==> config.mk <==
export PLATFORM = sky130hd
export DESIGN_NAME = jt7759_adpcm_dec
export DESIGN_NICKNAME = d
export VERILOG_FILES = /design/src/rtl/jt7759_adpcm_dec.sv
export SDC_FILE = /design/constraint.sdc
export NUM_CORES = 1
export LEC_CHECK = 0
export ABC_AREA = 1
export CAP_MARGIN = 20
export CORE_AREA = 2 2 67 116
export DETAILED_ROUTE_END_ITERATION = 7
export DIE_AREA = 0 0 69 118
export PLACE_DENSITY_LB_ADDON = 0.2
export SYNTH_ARGS = -nofsm -noshare
export SYNTH_HDL_FRONTEND = slang
export SYNTH_SLANG_ARGS = --single-unit
==> constraint.sdc <==
create_clock -name clk -period 2.2 [get_ports clk]
set_input_delay 0.55 -clock clk [delete_from_list [all_inputs] [get_ports clk]]
set_output_delay 0.55 -clock clk [all_outputs]
set_load 0.01 [all_outputs]
==> src/rtl/jt7759_adpcm_dec.sv <==
// uPD7759 ADPCM nibble decoder: step ROM, saturating accumulator, 3-clk pipeline.
// Define JT7759_SMOOTH_EN to add a cen_ctl-rate output smoothing filter.
module jt7759_adpcm_dec (
  input  logic       clk,
  input  logic       rst,
  input  logic       cen_dec,
  input  logic       cen_ctl,
  input  logic       dec_rst,
  input  logic [3:0] dec_din,
  output logic [8:0] sound,
  output logic       snd_ok
);

  // Step magnitudes for nibble indexes 0..7; bit3 of the nibble negates.
  localparam logic [8:0] MAG [16][8] = '{
    '{9'd0, 9'd0,  9'd1,  9'd2,  9'd3,  9'd5,   9'd7,   9'd10 },
    '{9'd0, 9'd1,  9'd2,  9'd3,  9'd4,  9'd6,   9'd8,   9'd13 },
    '{9'd0, 9'd1,  9'd2,  9'd4,  9'd5,  9'd7,   9'd10,  9'd15 },
    '{9'd0, 9'd1,  9'd3,  9'd4,  9'd6,  9'd9,   9'd13,  9'd19 },
    '{9'd0, 9'd2,  9'd3,  9'd5,  9'd8,  9'd11,  9'd15,  9'd23 },
    '{9'd0, 9'd2,  9'd4,  9'd7,  9'd10, 9'd14,  9'd19,  9'd29 },
    '{9'd0, 9'd3,  9'd5,  9'd8,  9'd12, 9'd16,  9'd22,  9'd33 },
    '{9'd1, 9'd4,  9'd7,  9'd10, 9'd15, 9'd20,  9'd29,  9'd43 },
    '{9'd1, 9'd4,  9'd8,  9'd13, 9'd18, 9'd25,  9'd35,  9'd53 },
    '{9'd1, 9'd6,  9'd10, 9'd16, 9'd22, 9'd31,  9'd43,  9'd64 },
    '{9'd2, 9'd7,  9'd12, 9'd19, 9'd27, 9'd37,  9'd51,  9'd76 },
    '{9'd2, 9'd9,  9'd16, 9'd24, 9'd34, 9'd46,  9'd64,  9'd96 },
    '{9'd3, 9'd11, 9'd19, 9'd29, 9'd41, 9'd57,  9'd79,  9'd117},
    '{9'd4, 9'd14, 9'd25, 9'd37, 9'd54, 9'd74,  9'd102, 9'd152},
    '{9'd6, 9'd18, 9'd32, 9'd48, 9'd67, 9'd94,  9'd130, 9'd195},
    '{9'd8, 9'd24, 9'd42, 9'd63, 9'd88, 9'd123, 9'd171, 9'd256}
  };

  logic [3:0]        adpcm_st;
  logic signed [7:0] acc;
  logic signed [7:0] step;
  logic [3:0]        nib_l;
  logic              v1;

  logic [8:0]        mag;
  logic signed [7:0] step_nxt;
  logic signed [8:0] acc_sum;
  logic signed [7:0] acc_nxt;
  logic signed [4:0] adj;
  logic signed [4:0] st_sum;
  logic [3:0]        st_nxt;

  // Entries wider than 8 bits clip to the signed 8-bit range.
  always_comb begin
    mag = MAG[adpcm_st][dec_din[2:0]];
    step_nxt = '0;
    if (dec_din[3])
      step_nxt = (mag >= 9'd128) ? -8'sd128 : -$signed(mag[7:0]);
    else
      step_nxt = (mag >= 9'd128) ? 8'sd127 : $signed(mag[7:0]);
  end

  always_comb begin
    acc_sum = {acc[7], acc} + {step[7], step};
    acc_nxt = acc_sum[7:0];
    if (acc_sum[8] != acc_sum[7])
      acc_nxt = acc_sum[8] ? -8'sd128 : 8'sd127;
  end

  always_comb begin
    adj = 5'sd0;
    unique case (nib_l[2:0])
      3'd0, 3'd1: adj = -5'sd1;
      3'd2, 3'd3: adj = 5'sd0;
      3'd4:       adj = 5'sd1;
      3'd5, 3'd6: adj = 5'sd2;
      default:    adj = 5'sd3;
    endcase
    st_sum = $signed({1'b0, adpcm_st}) + adj;
    st_nxt = st_sum[3:0];
    // bit4 means below 0 for a negative adjust, above 15 otherwise
    if (st_sum[4])
      st_nxt = adj[4] ? 4'd0 : 4'd15;
  end

`ifdef JT7759_SMOOTH_EN
  logic signed [8:0] filt;
  logic signed [9:0] fsum;

  assign fsum  = {filt[8], filt} + {acc[7], acc, 1'b0};
  assign sound = filt;

  always_ff @(posedge clk) begin
    if (rst) begin
      adpcm_st <= '0;
      acc      <= '0;
      step     <= '0;
      nib_l    <= '0;
      v1       <= 1'b0;
      filt     <= '0;
      snd_ok   <= 1'b0;
    end else if (dec_rst) begin
      adpcm_st <= '0;
      acc      <= '0;
      v1       <= 1'b0;
      filt     <= '0;
      snd_ok   <= 1'b0;
    end else begin
      v1     <= cen_dec;
      snd_ok <= cen_ctl;
      if (cen_dec) begin
        nib_l <= dec_din;
        step  <= step_nxt;
      end
      if (v1) begin
        acc      <= acc_nxt;
        adpcm_st <= st_nxt;
      end
      if (cen_ctl)
        filt <= fsum[9:1];
    end
  end
`else
  logic v2;
  logic ctl_unused;

  assign ctl_unused = cen_ctl;

  always_ff @(posedge clk) begin
    if (rst) begin
      adpcm_st <= '0;
      acc      <= '0;
      step     <= '0;
      nib_l    <= '0;
      v1       <= 1'b0;
      v2       <= 1'b0;
      sound    <= '0;
      snd_ok   <= 1'b0;
    end else if (dec_rst) begin
      adpcm_st <= '0;
      acc      <= '0;
      v1       <= 1'b0;
      v2       <= 1'b0;
      sound    <= '0;
      snd_ok   <= 1'b0;
    end else begin
      v1     <= cen_dec;
      v2     <= v1;
      snd_ok <= v2;
      if (cen_dec) begin
        nib_l <= dec_din;
        step  <= step_nxt;
      end
      if (v1) begin
        acc      <= acc_nxt;
        adpcm_st <= st_nxt;
      end
      if (v2)
        sound <= {acc, 1'b0};
    end
  end
`endif

endmodule

Word level (Yosys, flattened, before mapping)
Memories as Yosys holds them, arrays and structs flattened.
Cells that the tools add are included.
- memory bits (read-only): 1152
- flip-flop bits (word level): 34
- bits of input ports: 9
- output and inout bits: 10
- word-level logic and storage cells: 44
- memories: 1
- eq/ne operators: 7
- bitwise operators: 3
- muxes and demuxes: 13
- add/subtract/negate cells: 3
- magnitude comparators: 3
- reductions and logical operators: 6
- memories (memory ; depth ; width ; rd ports ; clocked after memory_dff ; wr ports ; RTL line ; RTL):
    (no name shown) ; 16 ; 72 ; 1 ; 0 ; 0 ; 50 ; mag = MAG[adpcm_st][dec_din[2:0]];
- operators by type and width (kind ; count):
    72-bit two-way mux ; 2
    8-bit two-way mux ; 5
    9-bit binary-select mux with 3-bit select ; 1
    5-bit one-hot mux with 4 select lines ; 1
    9-bit two-way mux ; 2
    8-bit by 8-bit adder with 9-bit output ; 1
    3-bit equality test (second input constant) ; 3
    9-bit by 8-bit >= comparator with 1-bit output (second input constant) ; 1
    4-bit two-way mux ; 2
    8-bit negator ; 1
    2-bit OR reduction ; 4
    3-bit by 2-bit equality test with 1-bit output (second input constant) ; 2
    5-bit adder ; 1
    5-bit >= comparator (second input constant) ; 1
    4-bit inverter with 5-bit output ; 1
    4-bit >= comparator (second input constant) ; 1
    3-bit inverter with 4-bit output ; 1
    3-bit by 1-bit equality test with 1-bit output (second input constant) ; 1
    3-bit zero test ; 1
    2-bit AND reduction ; 1
    1-bit != test ; 1
    1-bit inverter ; 1

Longest topological paths before layout
Gate-level depths: netlist of the first run.
- depth in word-level cells: 10
- mapped depth: 18
- mapped depth without buffers: 18

Worst setup path after synthesis of the first run
OpenSTA, ideal clock, no wires.
- kind: reg-to-reg
- start point: register adpcm_st[1]
- end point: register step[2]
- path slack: -91 ps
- stages on the path, launching flop included: 14
- buffers on the path: 0
- setup time: 132 ps
- period minus slack after synthesis: 2291 ps
- required time: 2068 ps
- arrival: 2159 ps
- path through: dfxtp_1 -> inv_2 -> ha_1 -> inv_1 -> nand2_2 -> nand2_1 -> nand2_1 -> nand2_2 -> nor3_2 -> nor2_1 -> a21oi_4 -> ha_1 -> o311ai_0 -> a21oi_1
- longest elaborated chain between the ends: 10
- elaborated cells between the ends (all ways): 12
- classes of those cells: 1 x add/sub; 1 x order compare; 8 x mux; 1 x bitwise; 1 x memory
- RTL lines (what ; RTL line ; RTL):
    start: declaration ; 34 ; logic [3:0] adpcm_st;
    start signal: assignment ; 151 ; adpcm_st <= st_nxt;
    4-bit inverter with 5-bit output (not written as such) * ; 50 ;
    memory read 16 x 72 bit * ; - ;
    72-bit two-way mux (not written as such) * (2 in series) ; 50 ;
    9-bit binary-select mux with 3-bit select * ; 50 ;
    9-bit two-way mux (not written as such) * (2 in series) ; 50 ;
    8-bit negator or 9-bit by 8-bit >= comparator with 1-bit output (tied branches) ; 53, 55 ;
    8-bit two-way mux, on equally long branches ; 53, 55 ;
    8-bit two-way mux * ; 52 ; if (dec_din[3])
    end signal: assignment ; 147 ; step <= step_nxt;
    end: declaration ; 36 ; logic signed [7:0] step;
Every way passes the cells marked *; elsewhere a longest branch is shown, timed or not. The select of a mux whose other input is x is not followed.
A chain may end at the register's enable or synchronous reset.

Final worst setup path of the first run
- start point: register nib_l[1]
- end point: register adpcm_st[1]
- longest elaborated chain between the ends: 5
- elaborated cells between the ends (all ways): 14
- classes of those cells: 1 x add/sub; 6 x eq/ne; 3 x mux; 4 x reduce/logical
- RTL lines (what ; RTL line ; RTL):
    start: declaration ; 37 ; logic [3:0] nib_l;
    start signal: assignment ; 146 ; nib_l <= dec_din;
    3-bit equality test, or another cell as far along ; 67 ; unique case (nib_l[2:0])
    2-bit OR reduction ; 67 ;
    5-bit one-hot mux with 4 select lines * ; 67 ;
    5-bit adder or 4-bit two-way mux (tied branches) ; 74, 78 ;
    4-bit two-way mux * ; 77 ; if (st_sum[4])
Every way passes the cells marked *; elsewhere a longest branch is shown, timed or not.

==> run_results.csv, run 1 <==
group,metric,value,unit
floorplan,std_cell_rows,41,
global_route,grt_pass1_vias,3606,
clock_tree,root_buffer,"clkbuf_16",
route,post_drt_wl_per_cell,16.0,um
worst_setup_path,critPathKind,"reg2reg",
synthesis,yosysSeqAreaShare,0.221,
synthesis,yosysTopAreaCell,"dfxtp_1",
layout,nFillCells,706,
layout,layout.nets,600,
placed_design,dpl.cell_count,641,
floorplan,die_w,69,um
placed_design,hpwl,8.29,mm
clock_tree,cts_buffer_depth,2,
clock_tree,clock_latency,0.29,ns
sta,rsz0062_at_grt,"yes",
clock_tree,cts_tree,"built",
synthesis,netlist_top_cells_area,"dfxtp_1 (22%), nand2_1 (19%), ha_1 (9.3%)",
layout,postLayoutCoreUtil,0.580,
synthesis,synth_most_common_cell,"nand2_1",
sta,setup_ws,0.0340,ns
layout,antenna_cells,0,
sta,max_freq,462,MHz
clock_tree,htree_levels,2,
synthesis,synth_fp_nets,524,
route,viasPerCell,5.39,
synthesis,synth_cell_types,38,
worst_setup_path,crit_buf_inv,3,
worst_setup_path,critPathMaxFanout,4,
route,wl,10.5,mm
synthesis,synthDominantCellAreaShare,0.221,
floorplan,core-area,0.00718,mm2
floorplan,initial_utilization,0.430,
route,drt-initial-drc-count,151,
route,vias,3519,
layout,ff_latch_area,694,um2
sta,slew_viol_final,0,
route,route.detailed.drc,0,
synthesis,syn_inst,490,
global_route,grt_remaining_overflow,0,
global_route,grt_max_degree,20,
worst_setup_path,slowest_stage,"fa_2",
layout,area_growth,34.9,%
power_and_ir_drop,total_power,1.79,mW
clock_tree,cts_made_buffers,5,
synthesis,synth_edf_count,0,
synthesis,yosys-top-cells-count,"nand2_1 (159), nand3_1 (53), a21oi_1 (42)",
placed_design,gp_congestion,1.07,
layout,finalNonFillerCells,653,
worst_setup_path,max_stage_delay,0.40,ns
clock_tree,cts_sinks,34,
layout,drive_above_1_share,0.293,
synthesis,synthArstFlopShare,0,
worst_setup_path,critPathLaunchType,"flip-flop",
placed_design,place_ws,-0.529,ns
floorplan,die_y,118,um
min_path,hold_class,"reg2reg",
route,dr.pass1.iters,4,
outcome,outcome,"finished, final reports clean",
power_and_ir_drop,power.density,430,mW/mm2
sta,fin_crit_sh,0.985,
synthesis,synth-seq-cells,34,
global_route,gr-usage-all-layers,0.258,
worst_setup_path,crit_family,"adder cells",
worst_setup_path,worst_ep_required_time,2.42,ns
clock_tree,clkTransAtPathRegs,0.06,ns
worst_setup_path,worstPathCellList,"nor2_4 -> nor2_1 -> nand2_1 -> ha_2 -> inv_2 -> fa_2 -> o21ai_2 -> a21oi_2 -> nor2_2 -> inv_2 -> buf_4 -> nand2_1 -> nand2_1 -> a21oi_2",
global_route,grt_pass1_wl,16.6,mm
sta,hold_viol_final,0,
sta,period_minus_slack,2.17,ns
route,detail-route-antenna-nets,0,
sta,fin_skew,0.00755,ns
power_and_ir_drop,vdd_drop_max,0.307,mV
synthesis,synth_ff_type,"dfxtp_1",
worst_setup_path,worstPathArrival,2.38,ns
floorplan,pin_count,19,
worst_setup_path,crit_top_cell,"nand2_1",
global_route,antenna_found_initial,0,
clock_tree,hold_buffers,0,
worst_setup_path,end_kind,"flip-flop",
synthesis,yosys_warnings,0,
floorplan,die_area,0.00814,mm2
synthesis,syn_area,0.00309,mm2
layout,multi_input_area,0.00232,mm2
power_and_ir_drop,p_leak,2.00,nW
placed_design,portBuffers,16,
synthesis,synth.avg_cell_area,6.30,um2
sta,setup_violations,0,
run,cap_violations,0,
worst register-to-register path, stage by stage, from the launching register on:
cell	delay (ns)
dfxtp_4	0.36
nor2_4	0.11
nor2_1	0.06
nand2_1	0.09
ha_2	0.20
inv_2	0.04
fa_2	0.40
o21ai_2	0.16
a21oi_2	0.10
nor2_2	0.16
inv_2	0.07
buf_4	0.13
nand2_1	0.05
nand2_1	0.06
a21oi_2	0.12
kinds of logic (layout without fill, tap and decap cells):
family	count (synthesis)	in the layout	synth area share
AOI/OAI and AO/OA	85	85	0.156
xor gates and xnor gates	9	9	0.0255
adders and majority gates	25	25	0.106
buffers and inverters	62	139	0.0945
DFF	34	34	0.221
other	1	1	0.00122
and+or+nand+nor	274	274	0.396
stage by stage:
step	setup TNS [ns]	hold slack [ns]	cell area [um2]
2_1_floorplan	0	0.449	3090
3_3_place_gp	-2.99	0.449	3750
3_5_place_dp	-3.29	0.453	3750
4_1_cts	0	0.460	3940
5_1_grt	-0.307	0.482	4160
6_report	0	0.459	4160
per-layer routing:
layer	routed length, um	global-route usage	vias to the layer above
li1	-	-	1767
met1	3390	0.223	1579
met2	5600	0.498	107
met3	300	0.0257	66
met4	1190	0.230	0
met5	0	0	-
sequential cells by signal, summed over array words and instances, names as in the netlist:
register  count
acc           8
step          8
snd_ok        1
nib_l         3
v1            1
v2            1
adpcm_st      4
sound         8
final timing paths:
| kind | slack (ns) | cells past startpoint | start | to |
|---|---|---|---|---|
| max | 0.03 | 14 | nib_l[1]$_SDFFE_PP0P_ | adpcm_st[1]$_SDFFE_PP0P_ |
| min | 0.46 | 2 | sound[7]$_SDFFE_PP0P_ | sound[7]$_SDFFE_PP0P_ |
| max reg2reg | 0.03 | 14 | nib_l[1]$_SDFFE_PP0P_ | adpcm_st[1]$_SDFFE_PP0P_ |
| min reg2reg | 0.46 | 2 | sound[7]$_SDFFE_PP0P_ | sound[7]$_SDFFE_PP0P_ |
layout by cell type, fill, tap and decap left out, types with 3 or more instances in the layout:
cell / count
nand2_1: 145
buf_4: 61
nand3_1: 49
a21oi_1: 40
inv_1: 31
dfxtp_1: 27
nor2_1: 26
nand2_2: 20
o21ai_0: 16
ha_1: 16
clkdlybuf4s50_1: 14
nand3_2: 12
inv_2: 10
nor2_2: 7
o21ai_1: 7
xor2_1: 6
nor2_4: 5
nand4_1: 5
a21oi_2: 5
ha_4: 5
dfxtp_2: 5
clkbuf_16: 5
buf_6: 5
o21ai_2: 4
clkinv_1: 4
o211ai_1: 4
nand2_4: 3
area by class of cell:
cell class,instances,area share
repair buffers,84,0.170
flip-flops and latches,34,0.167
well taps,86,0.0258
multi-input cells,394,0.557
inverters,47,0.0442
clock buffers,6,0.0334
clock inverters,2,0.00301
repair_timing:
item	4_1_cts	5_1_grt
pin swaps	0	25
cloned	0	0
endpoints found under the setup margin	9	18
gates resized for setup	14	61
setup buffers	0	4
report_power, final:
part	internal (mW)	leakage, nW	switching [mW]
logic	0.179	1.65	0.246
clock network	0.447	0.0729	0.261
registers	0.634	0.280	0.0219
total	1.26	2.00	0.529
No activity file was read; power rests on OpenSTA's default activity.
==> run 2: changes to the inputs <==
--- a/config.mk
+++ b/config.mk
@@ -7,9 +7,9 @@
 export LEC_CHECK = 0
 export ABC_AREA = 1
 export CAP_MARGIN = 20
-export CORE_AREA = 2 2 67 116
+export CORE_AREA = 2 2 74 130
 export DETAILED_ROUTE_END_ITERATION = 7
-export DIE_AREA = 0 0 69 118
+export DIE_AREA = 0 0 76 132
 export PLACE_DENSITY_LB_ADDON = 0.2
 export SYNTH_ARGS = -nofsm -noshare
 export SYNTH_HDL_FRONTEND = slang
==> run 2 against run 1 <==
Net effect:
- total power is 0.14% higher
- core utilization is 9.5 points lower
- hold slack better by 0.00093 ns
- global-route usage is 3.9 points lower
- final area is 3.8% higher
- final cell count is 6.4% higher
- non-clock buffer count is 8 higher
- sequential cell count stayed put
- setup slack better by 0.031 ns
- register-to-register slack better by 0.03 ns
- critical path type unchanged
- highest routed layer unchanged
==> run_results.csv, run 2 (same netlist as run 1, synthesis figures left out) <==
group,metric,value,unit
route,route.detailed.drc,0,
worst_setup_path,crit_buf_inv,3,
worst_setup_path,end_kind,"flip-flop",
clock_tree,cts_made_buffers,5,
route,post_drt_wl_per_cell,15.4,um
floorplan,die_y,132,um
route,wl,10.7,mm
worst_setup_path,crit_family,"simple AND/OR/NAND/NOR gates",
clock_tree,cts_buffer_depth,2,
layout,mostFrequentLayoutCells,"nand2_1 (142), buf_4 (69), nand3_1 (49)",
route,drt-initial-drc-count,136,
worst_setup_path,critPathKind,"reg2reg",
outcome,outcome,"finished, final reports clean",
floorplan,std_cell_rows,46,
min_path,min_from,"sound[3]$_SDFFE_PP0P_",
route,dr.pass1.iters,4,
sta,hold_viol_final,0,
sta,period_minus_slack,2.14,ns
global_route,grt_remaining_overflow,0,
sta,fin_skew,0.00527,ns
worst_setup_path,slowest_stage,"dfxtp_4",
placed_design,gp_congestion,0.986,
clock_tree,clock_latency,0.28,ns
route,viasPerCell,5.11,
layout,final_cell_area,0.00432,mm2
layout,layout.nets,608,
min_path,timing.hold.worst_endpoint,"sound[3]$_SDFFE_PP0P_",
global_route,gr-usage-all-layers,0.219,
power_and_ir_drop,p_leak,2.05,nW
power_and_ir_drop,vdd_drop_max,0.307,mV
route,vias,3548,
global_route,antenna_found_initial,0,
layout,antenna_cells,0,
placed_design,dpl_cell_area,0.00385,mm2
worst_setup_path,worst_ep_required_time,2.41,ns
power_and_ir_drop,power.density,415,mW/mm2
layout,reg_top3,"acc (8), sound (8), step (8)",
global_route,grt_pass1_wl,17.4,mm
global_route,grt_max_degree,18,
placed_design,portBuffers,16,
sta,fin_crit_sh,0.971,
clock_tree,clkTransAtPathRegs,0.05,ns
layout,drive_above_1_share,0.296,
run,cap_violations,0,
placed_design,hpwl,8.77,mm
worst_setup_path,ff2ff_path_depth,16,
floorplan,die_area,0.0100,mm2
layout,area_growth,40.0,%
floorplan,pin_count,19,
min_path,hold_class,"reg2reg",
min_path,whs_path_depth,2,
worst_setup_path,worstPathArrival,2.35,ns
worst_setup_path,max_stage_delay,0.36,ns
global_route,grt_pass1_vias,3558,
clock_tree,cts_sinks,34,
worst_setup_path,critPathMaxFanout,4,
sta,whs,0.460,ns
clock_tree,root_buffer,"clkbuf_16",
layout,final_common_cell,"nand2_1",
layout,multi_input_area,0.00237,mm2
layout,ff_latch_area,686,um2
sta,max_freq,468,MHz
worst_setup_path,rrSetupSlack,0.06,ns
sta,rsz0062_at_grt,"yes",
sta,slew_viol_final,0,
floorplan,core-area,0.00892,mm2
clock_tree,htree_levels,2,
worst_setup_path,r2r_end,"step[6]$_SDFFE_PP0P_",
floorplan,initial_utilization,0.346,
worst_setup_path,critPathLaunchType,"flip-flop",
layout,nFillCells,921,
worst_setup_path,crit_top_cell,"nand3_2",
worst_setup_path,worstPathCellList,"inv_4 -> ha_4 -> nand2_4 -> buf_6 -> nand3_2 -> nand2_2 -> nor3_2 -> nor2_2 -> a21oi_4 -> ha_4 -> nand3_2 -> inv_2 -> nand2_2 -> nand3_2 -> nand3_2 -> a21oi_2",
clock_tree,cts_tree,"built",
sta,setup_violations,0,
route,detail-route-antenna-nets,0,
worst_setup_path,regToRegStartpoint,"adpcm_st[1]$_SDFFE_PP0P_",
floorplan,die_w,76,um
==> run 2: cell count changes in the layout (fill, tap and decap cells not counted), sizes merged <==
cell           change
buf                +8
clkbuf             -1
clkdlybuf4s15      +1
dlygate4sd2        -1
dlymetal6s2s       +1
==> run 2: cell type report <==
| cell class | count | share of cell area |
|---|---|---|
| Inverter | 47 | 0.0432 |
| Clock buffer | 6 | 0.0322 |
| Clock inverter | 2 | 0.00290 |
| Timing Repair Buffer | 92 | 0.180 |
| Multi-Input combinational cell | 394 | 0.548 |
| Sequential cell | 34 | 0.159 |
| Tap cell | 120 | 0.0348 |
==> run 2: worst max-delay path by stage <==
stage	start	to	slack [ns]	cells past startpoint
2_1_floorplan	adpcm_st[1]$_SDFFE_PP0P_	step[2]$_SDFFE_PP0P_	0.04	13
3_3_place_gp	dec_din[0]	step[2]$_SDFFE_PP0P_	-0.50	11
3_5_place_dp	dec_din[0]	step[2]$_SDFFE_PP0P_	-0.55	11
4_1_cts	adpcm_st[0]$_SDFFE_PP0P_	step[2]$_SDFFE_PP0P_	0.02	14
5_1_grt	adpcm_st[0]$_SDFFE_PP0P_	step[6]$_SDFFE_PP0P_	-0.08	17
6_report	adpcm_st[1]$_SDFFE_PP0P_	step[6]$_SDFFE_PP0P_	0.06	16
==> run 2: layer usage <==
layer  vias up  wire length (um)  GRT usage  part of all wire
met4         0               947      0.177             0.089
met5         -                 0          0                 0
met3        49               218     0.0192             0.020
met1      1622              3520      0.193              0.33
li1       1782                 -          -                 -
met2        95              6000      0.436              0.56
==> run 2: stage by stage <==
stage	power, mW	instances	setup WS (ns)	utilization	setup TNS (ns)
floorplan	0.904	490	0.0416	-	0
detailed placement	1.05	682	-0.552	0.431	-3.16
global route	1.87	695	-0.0827	0.484	-0.355
finish	1.79	695	0.0646	0.484	0
global placement	1.05	682	-0.499	0.431	-3.08
CTS	1.77	690	0.0177	0.453	0
==> run 2: worst reg2reg max path: stages (launching register included) <==
cell     delay (ns)
dfxtp_4        0.36
inv_4          0.05
ha_4           0.30
nand2_4        0.08
buf_6          0.12
nand3_2        0.06
nand2_2        0.06
nor3_2         0.18
nor2_2         0.08
a21oi_4        0.16
ha_4           0.17
nand3_2        0.07
inv_2          0.08
nand2_2        0.05
nand3_2        0.06
nand3_2        0.06
a21oi_2        0.13
==> run 2: report_power, final <==
group          total [mW]  internal (mW)  switching (mW)
combinational       0.439          0.186           0.253
sequential          0.654          0.634          0.0202
clock               0.699          0.447           0.252
total                1.79           1.27           0.525
==> run 2: repair_timing <==
item / CTS / global route
gates resized for setup: 10 / 65
pin swaps: 1 / 21
buffers inserted: 0 / 5
hold buffers: 0 / 0
endpoints found under the setup margin: 9 / 17
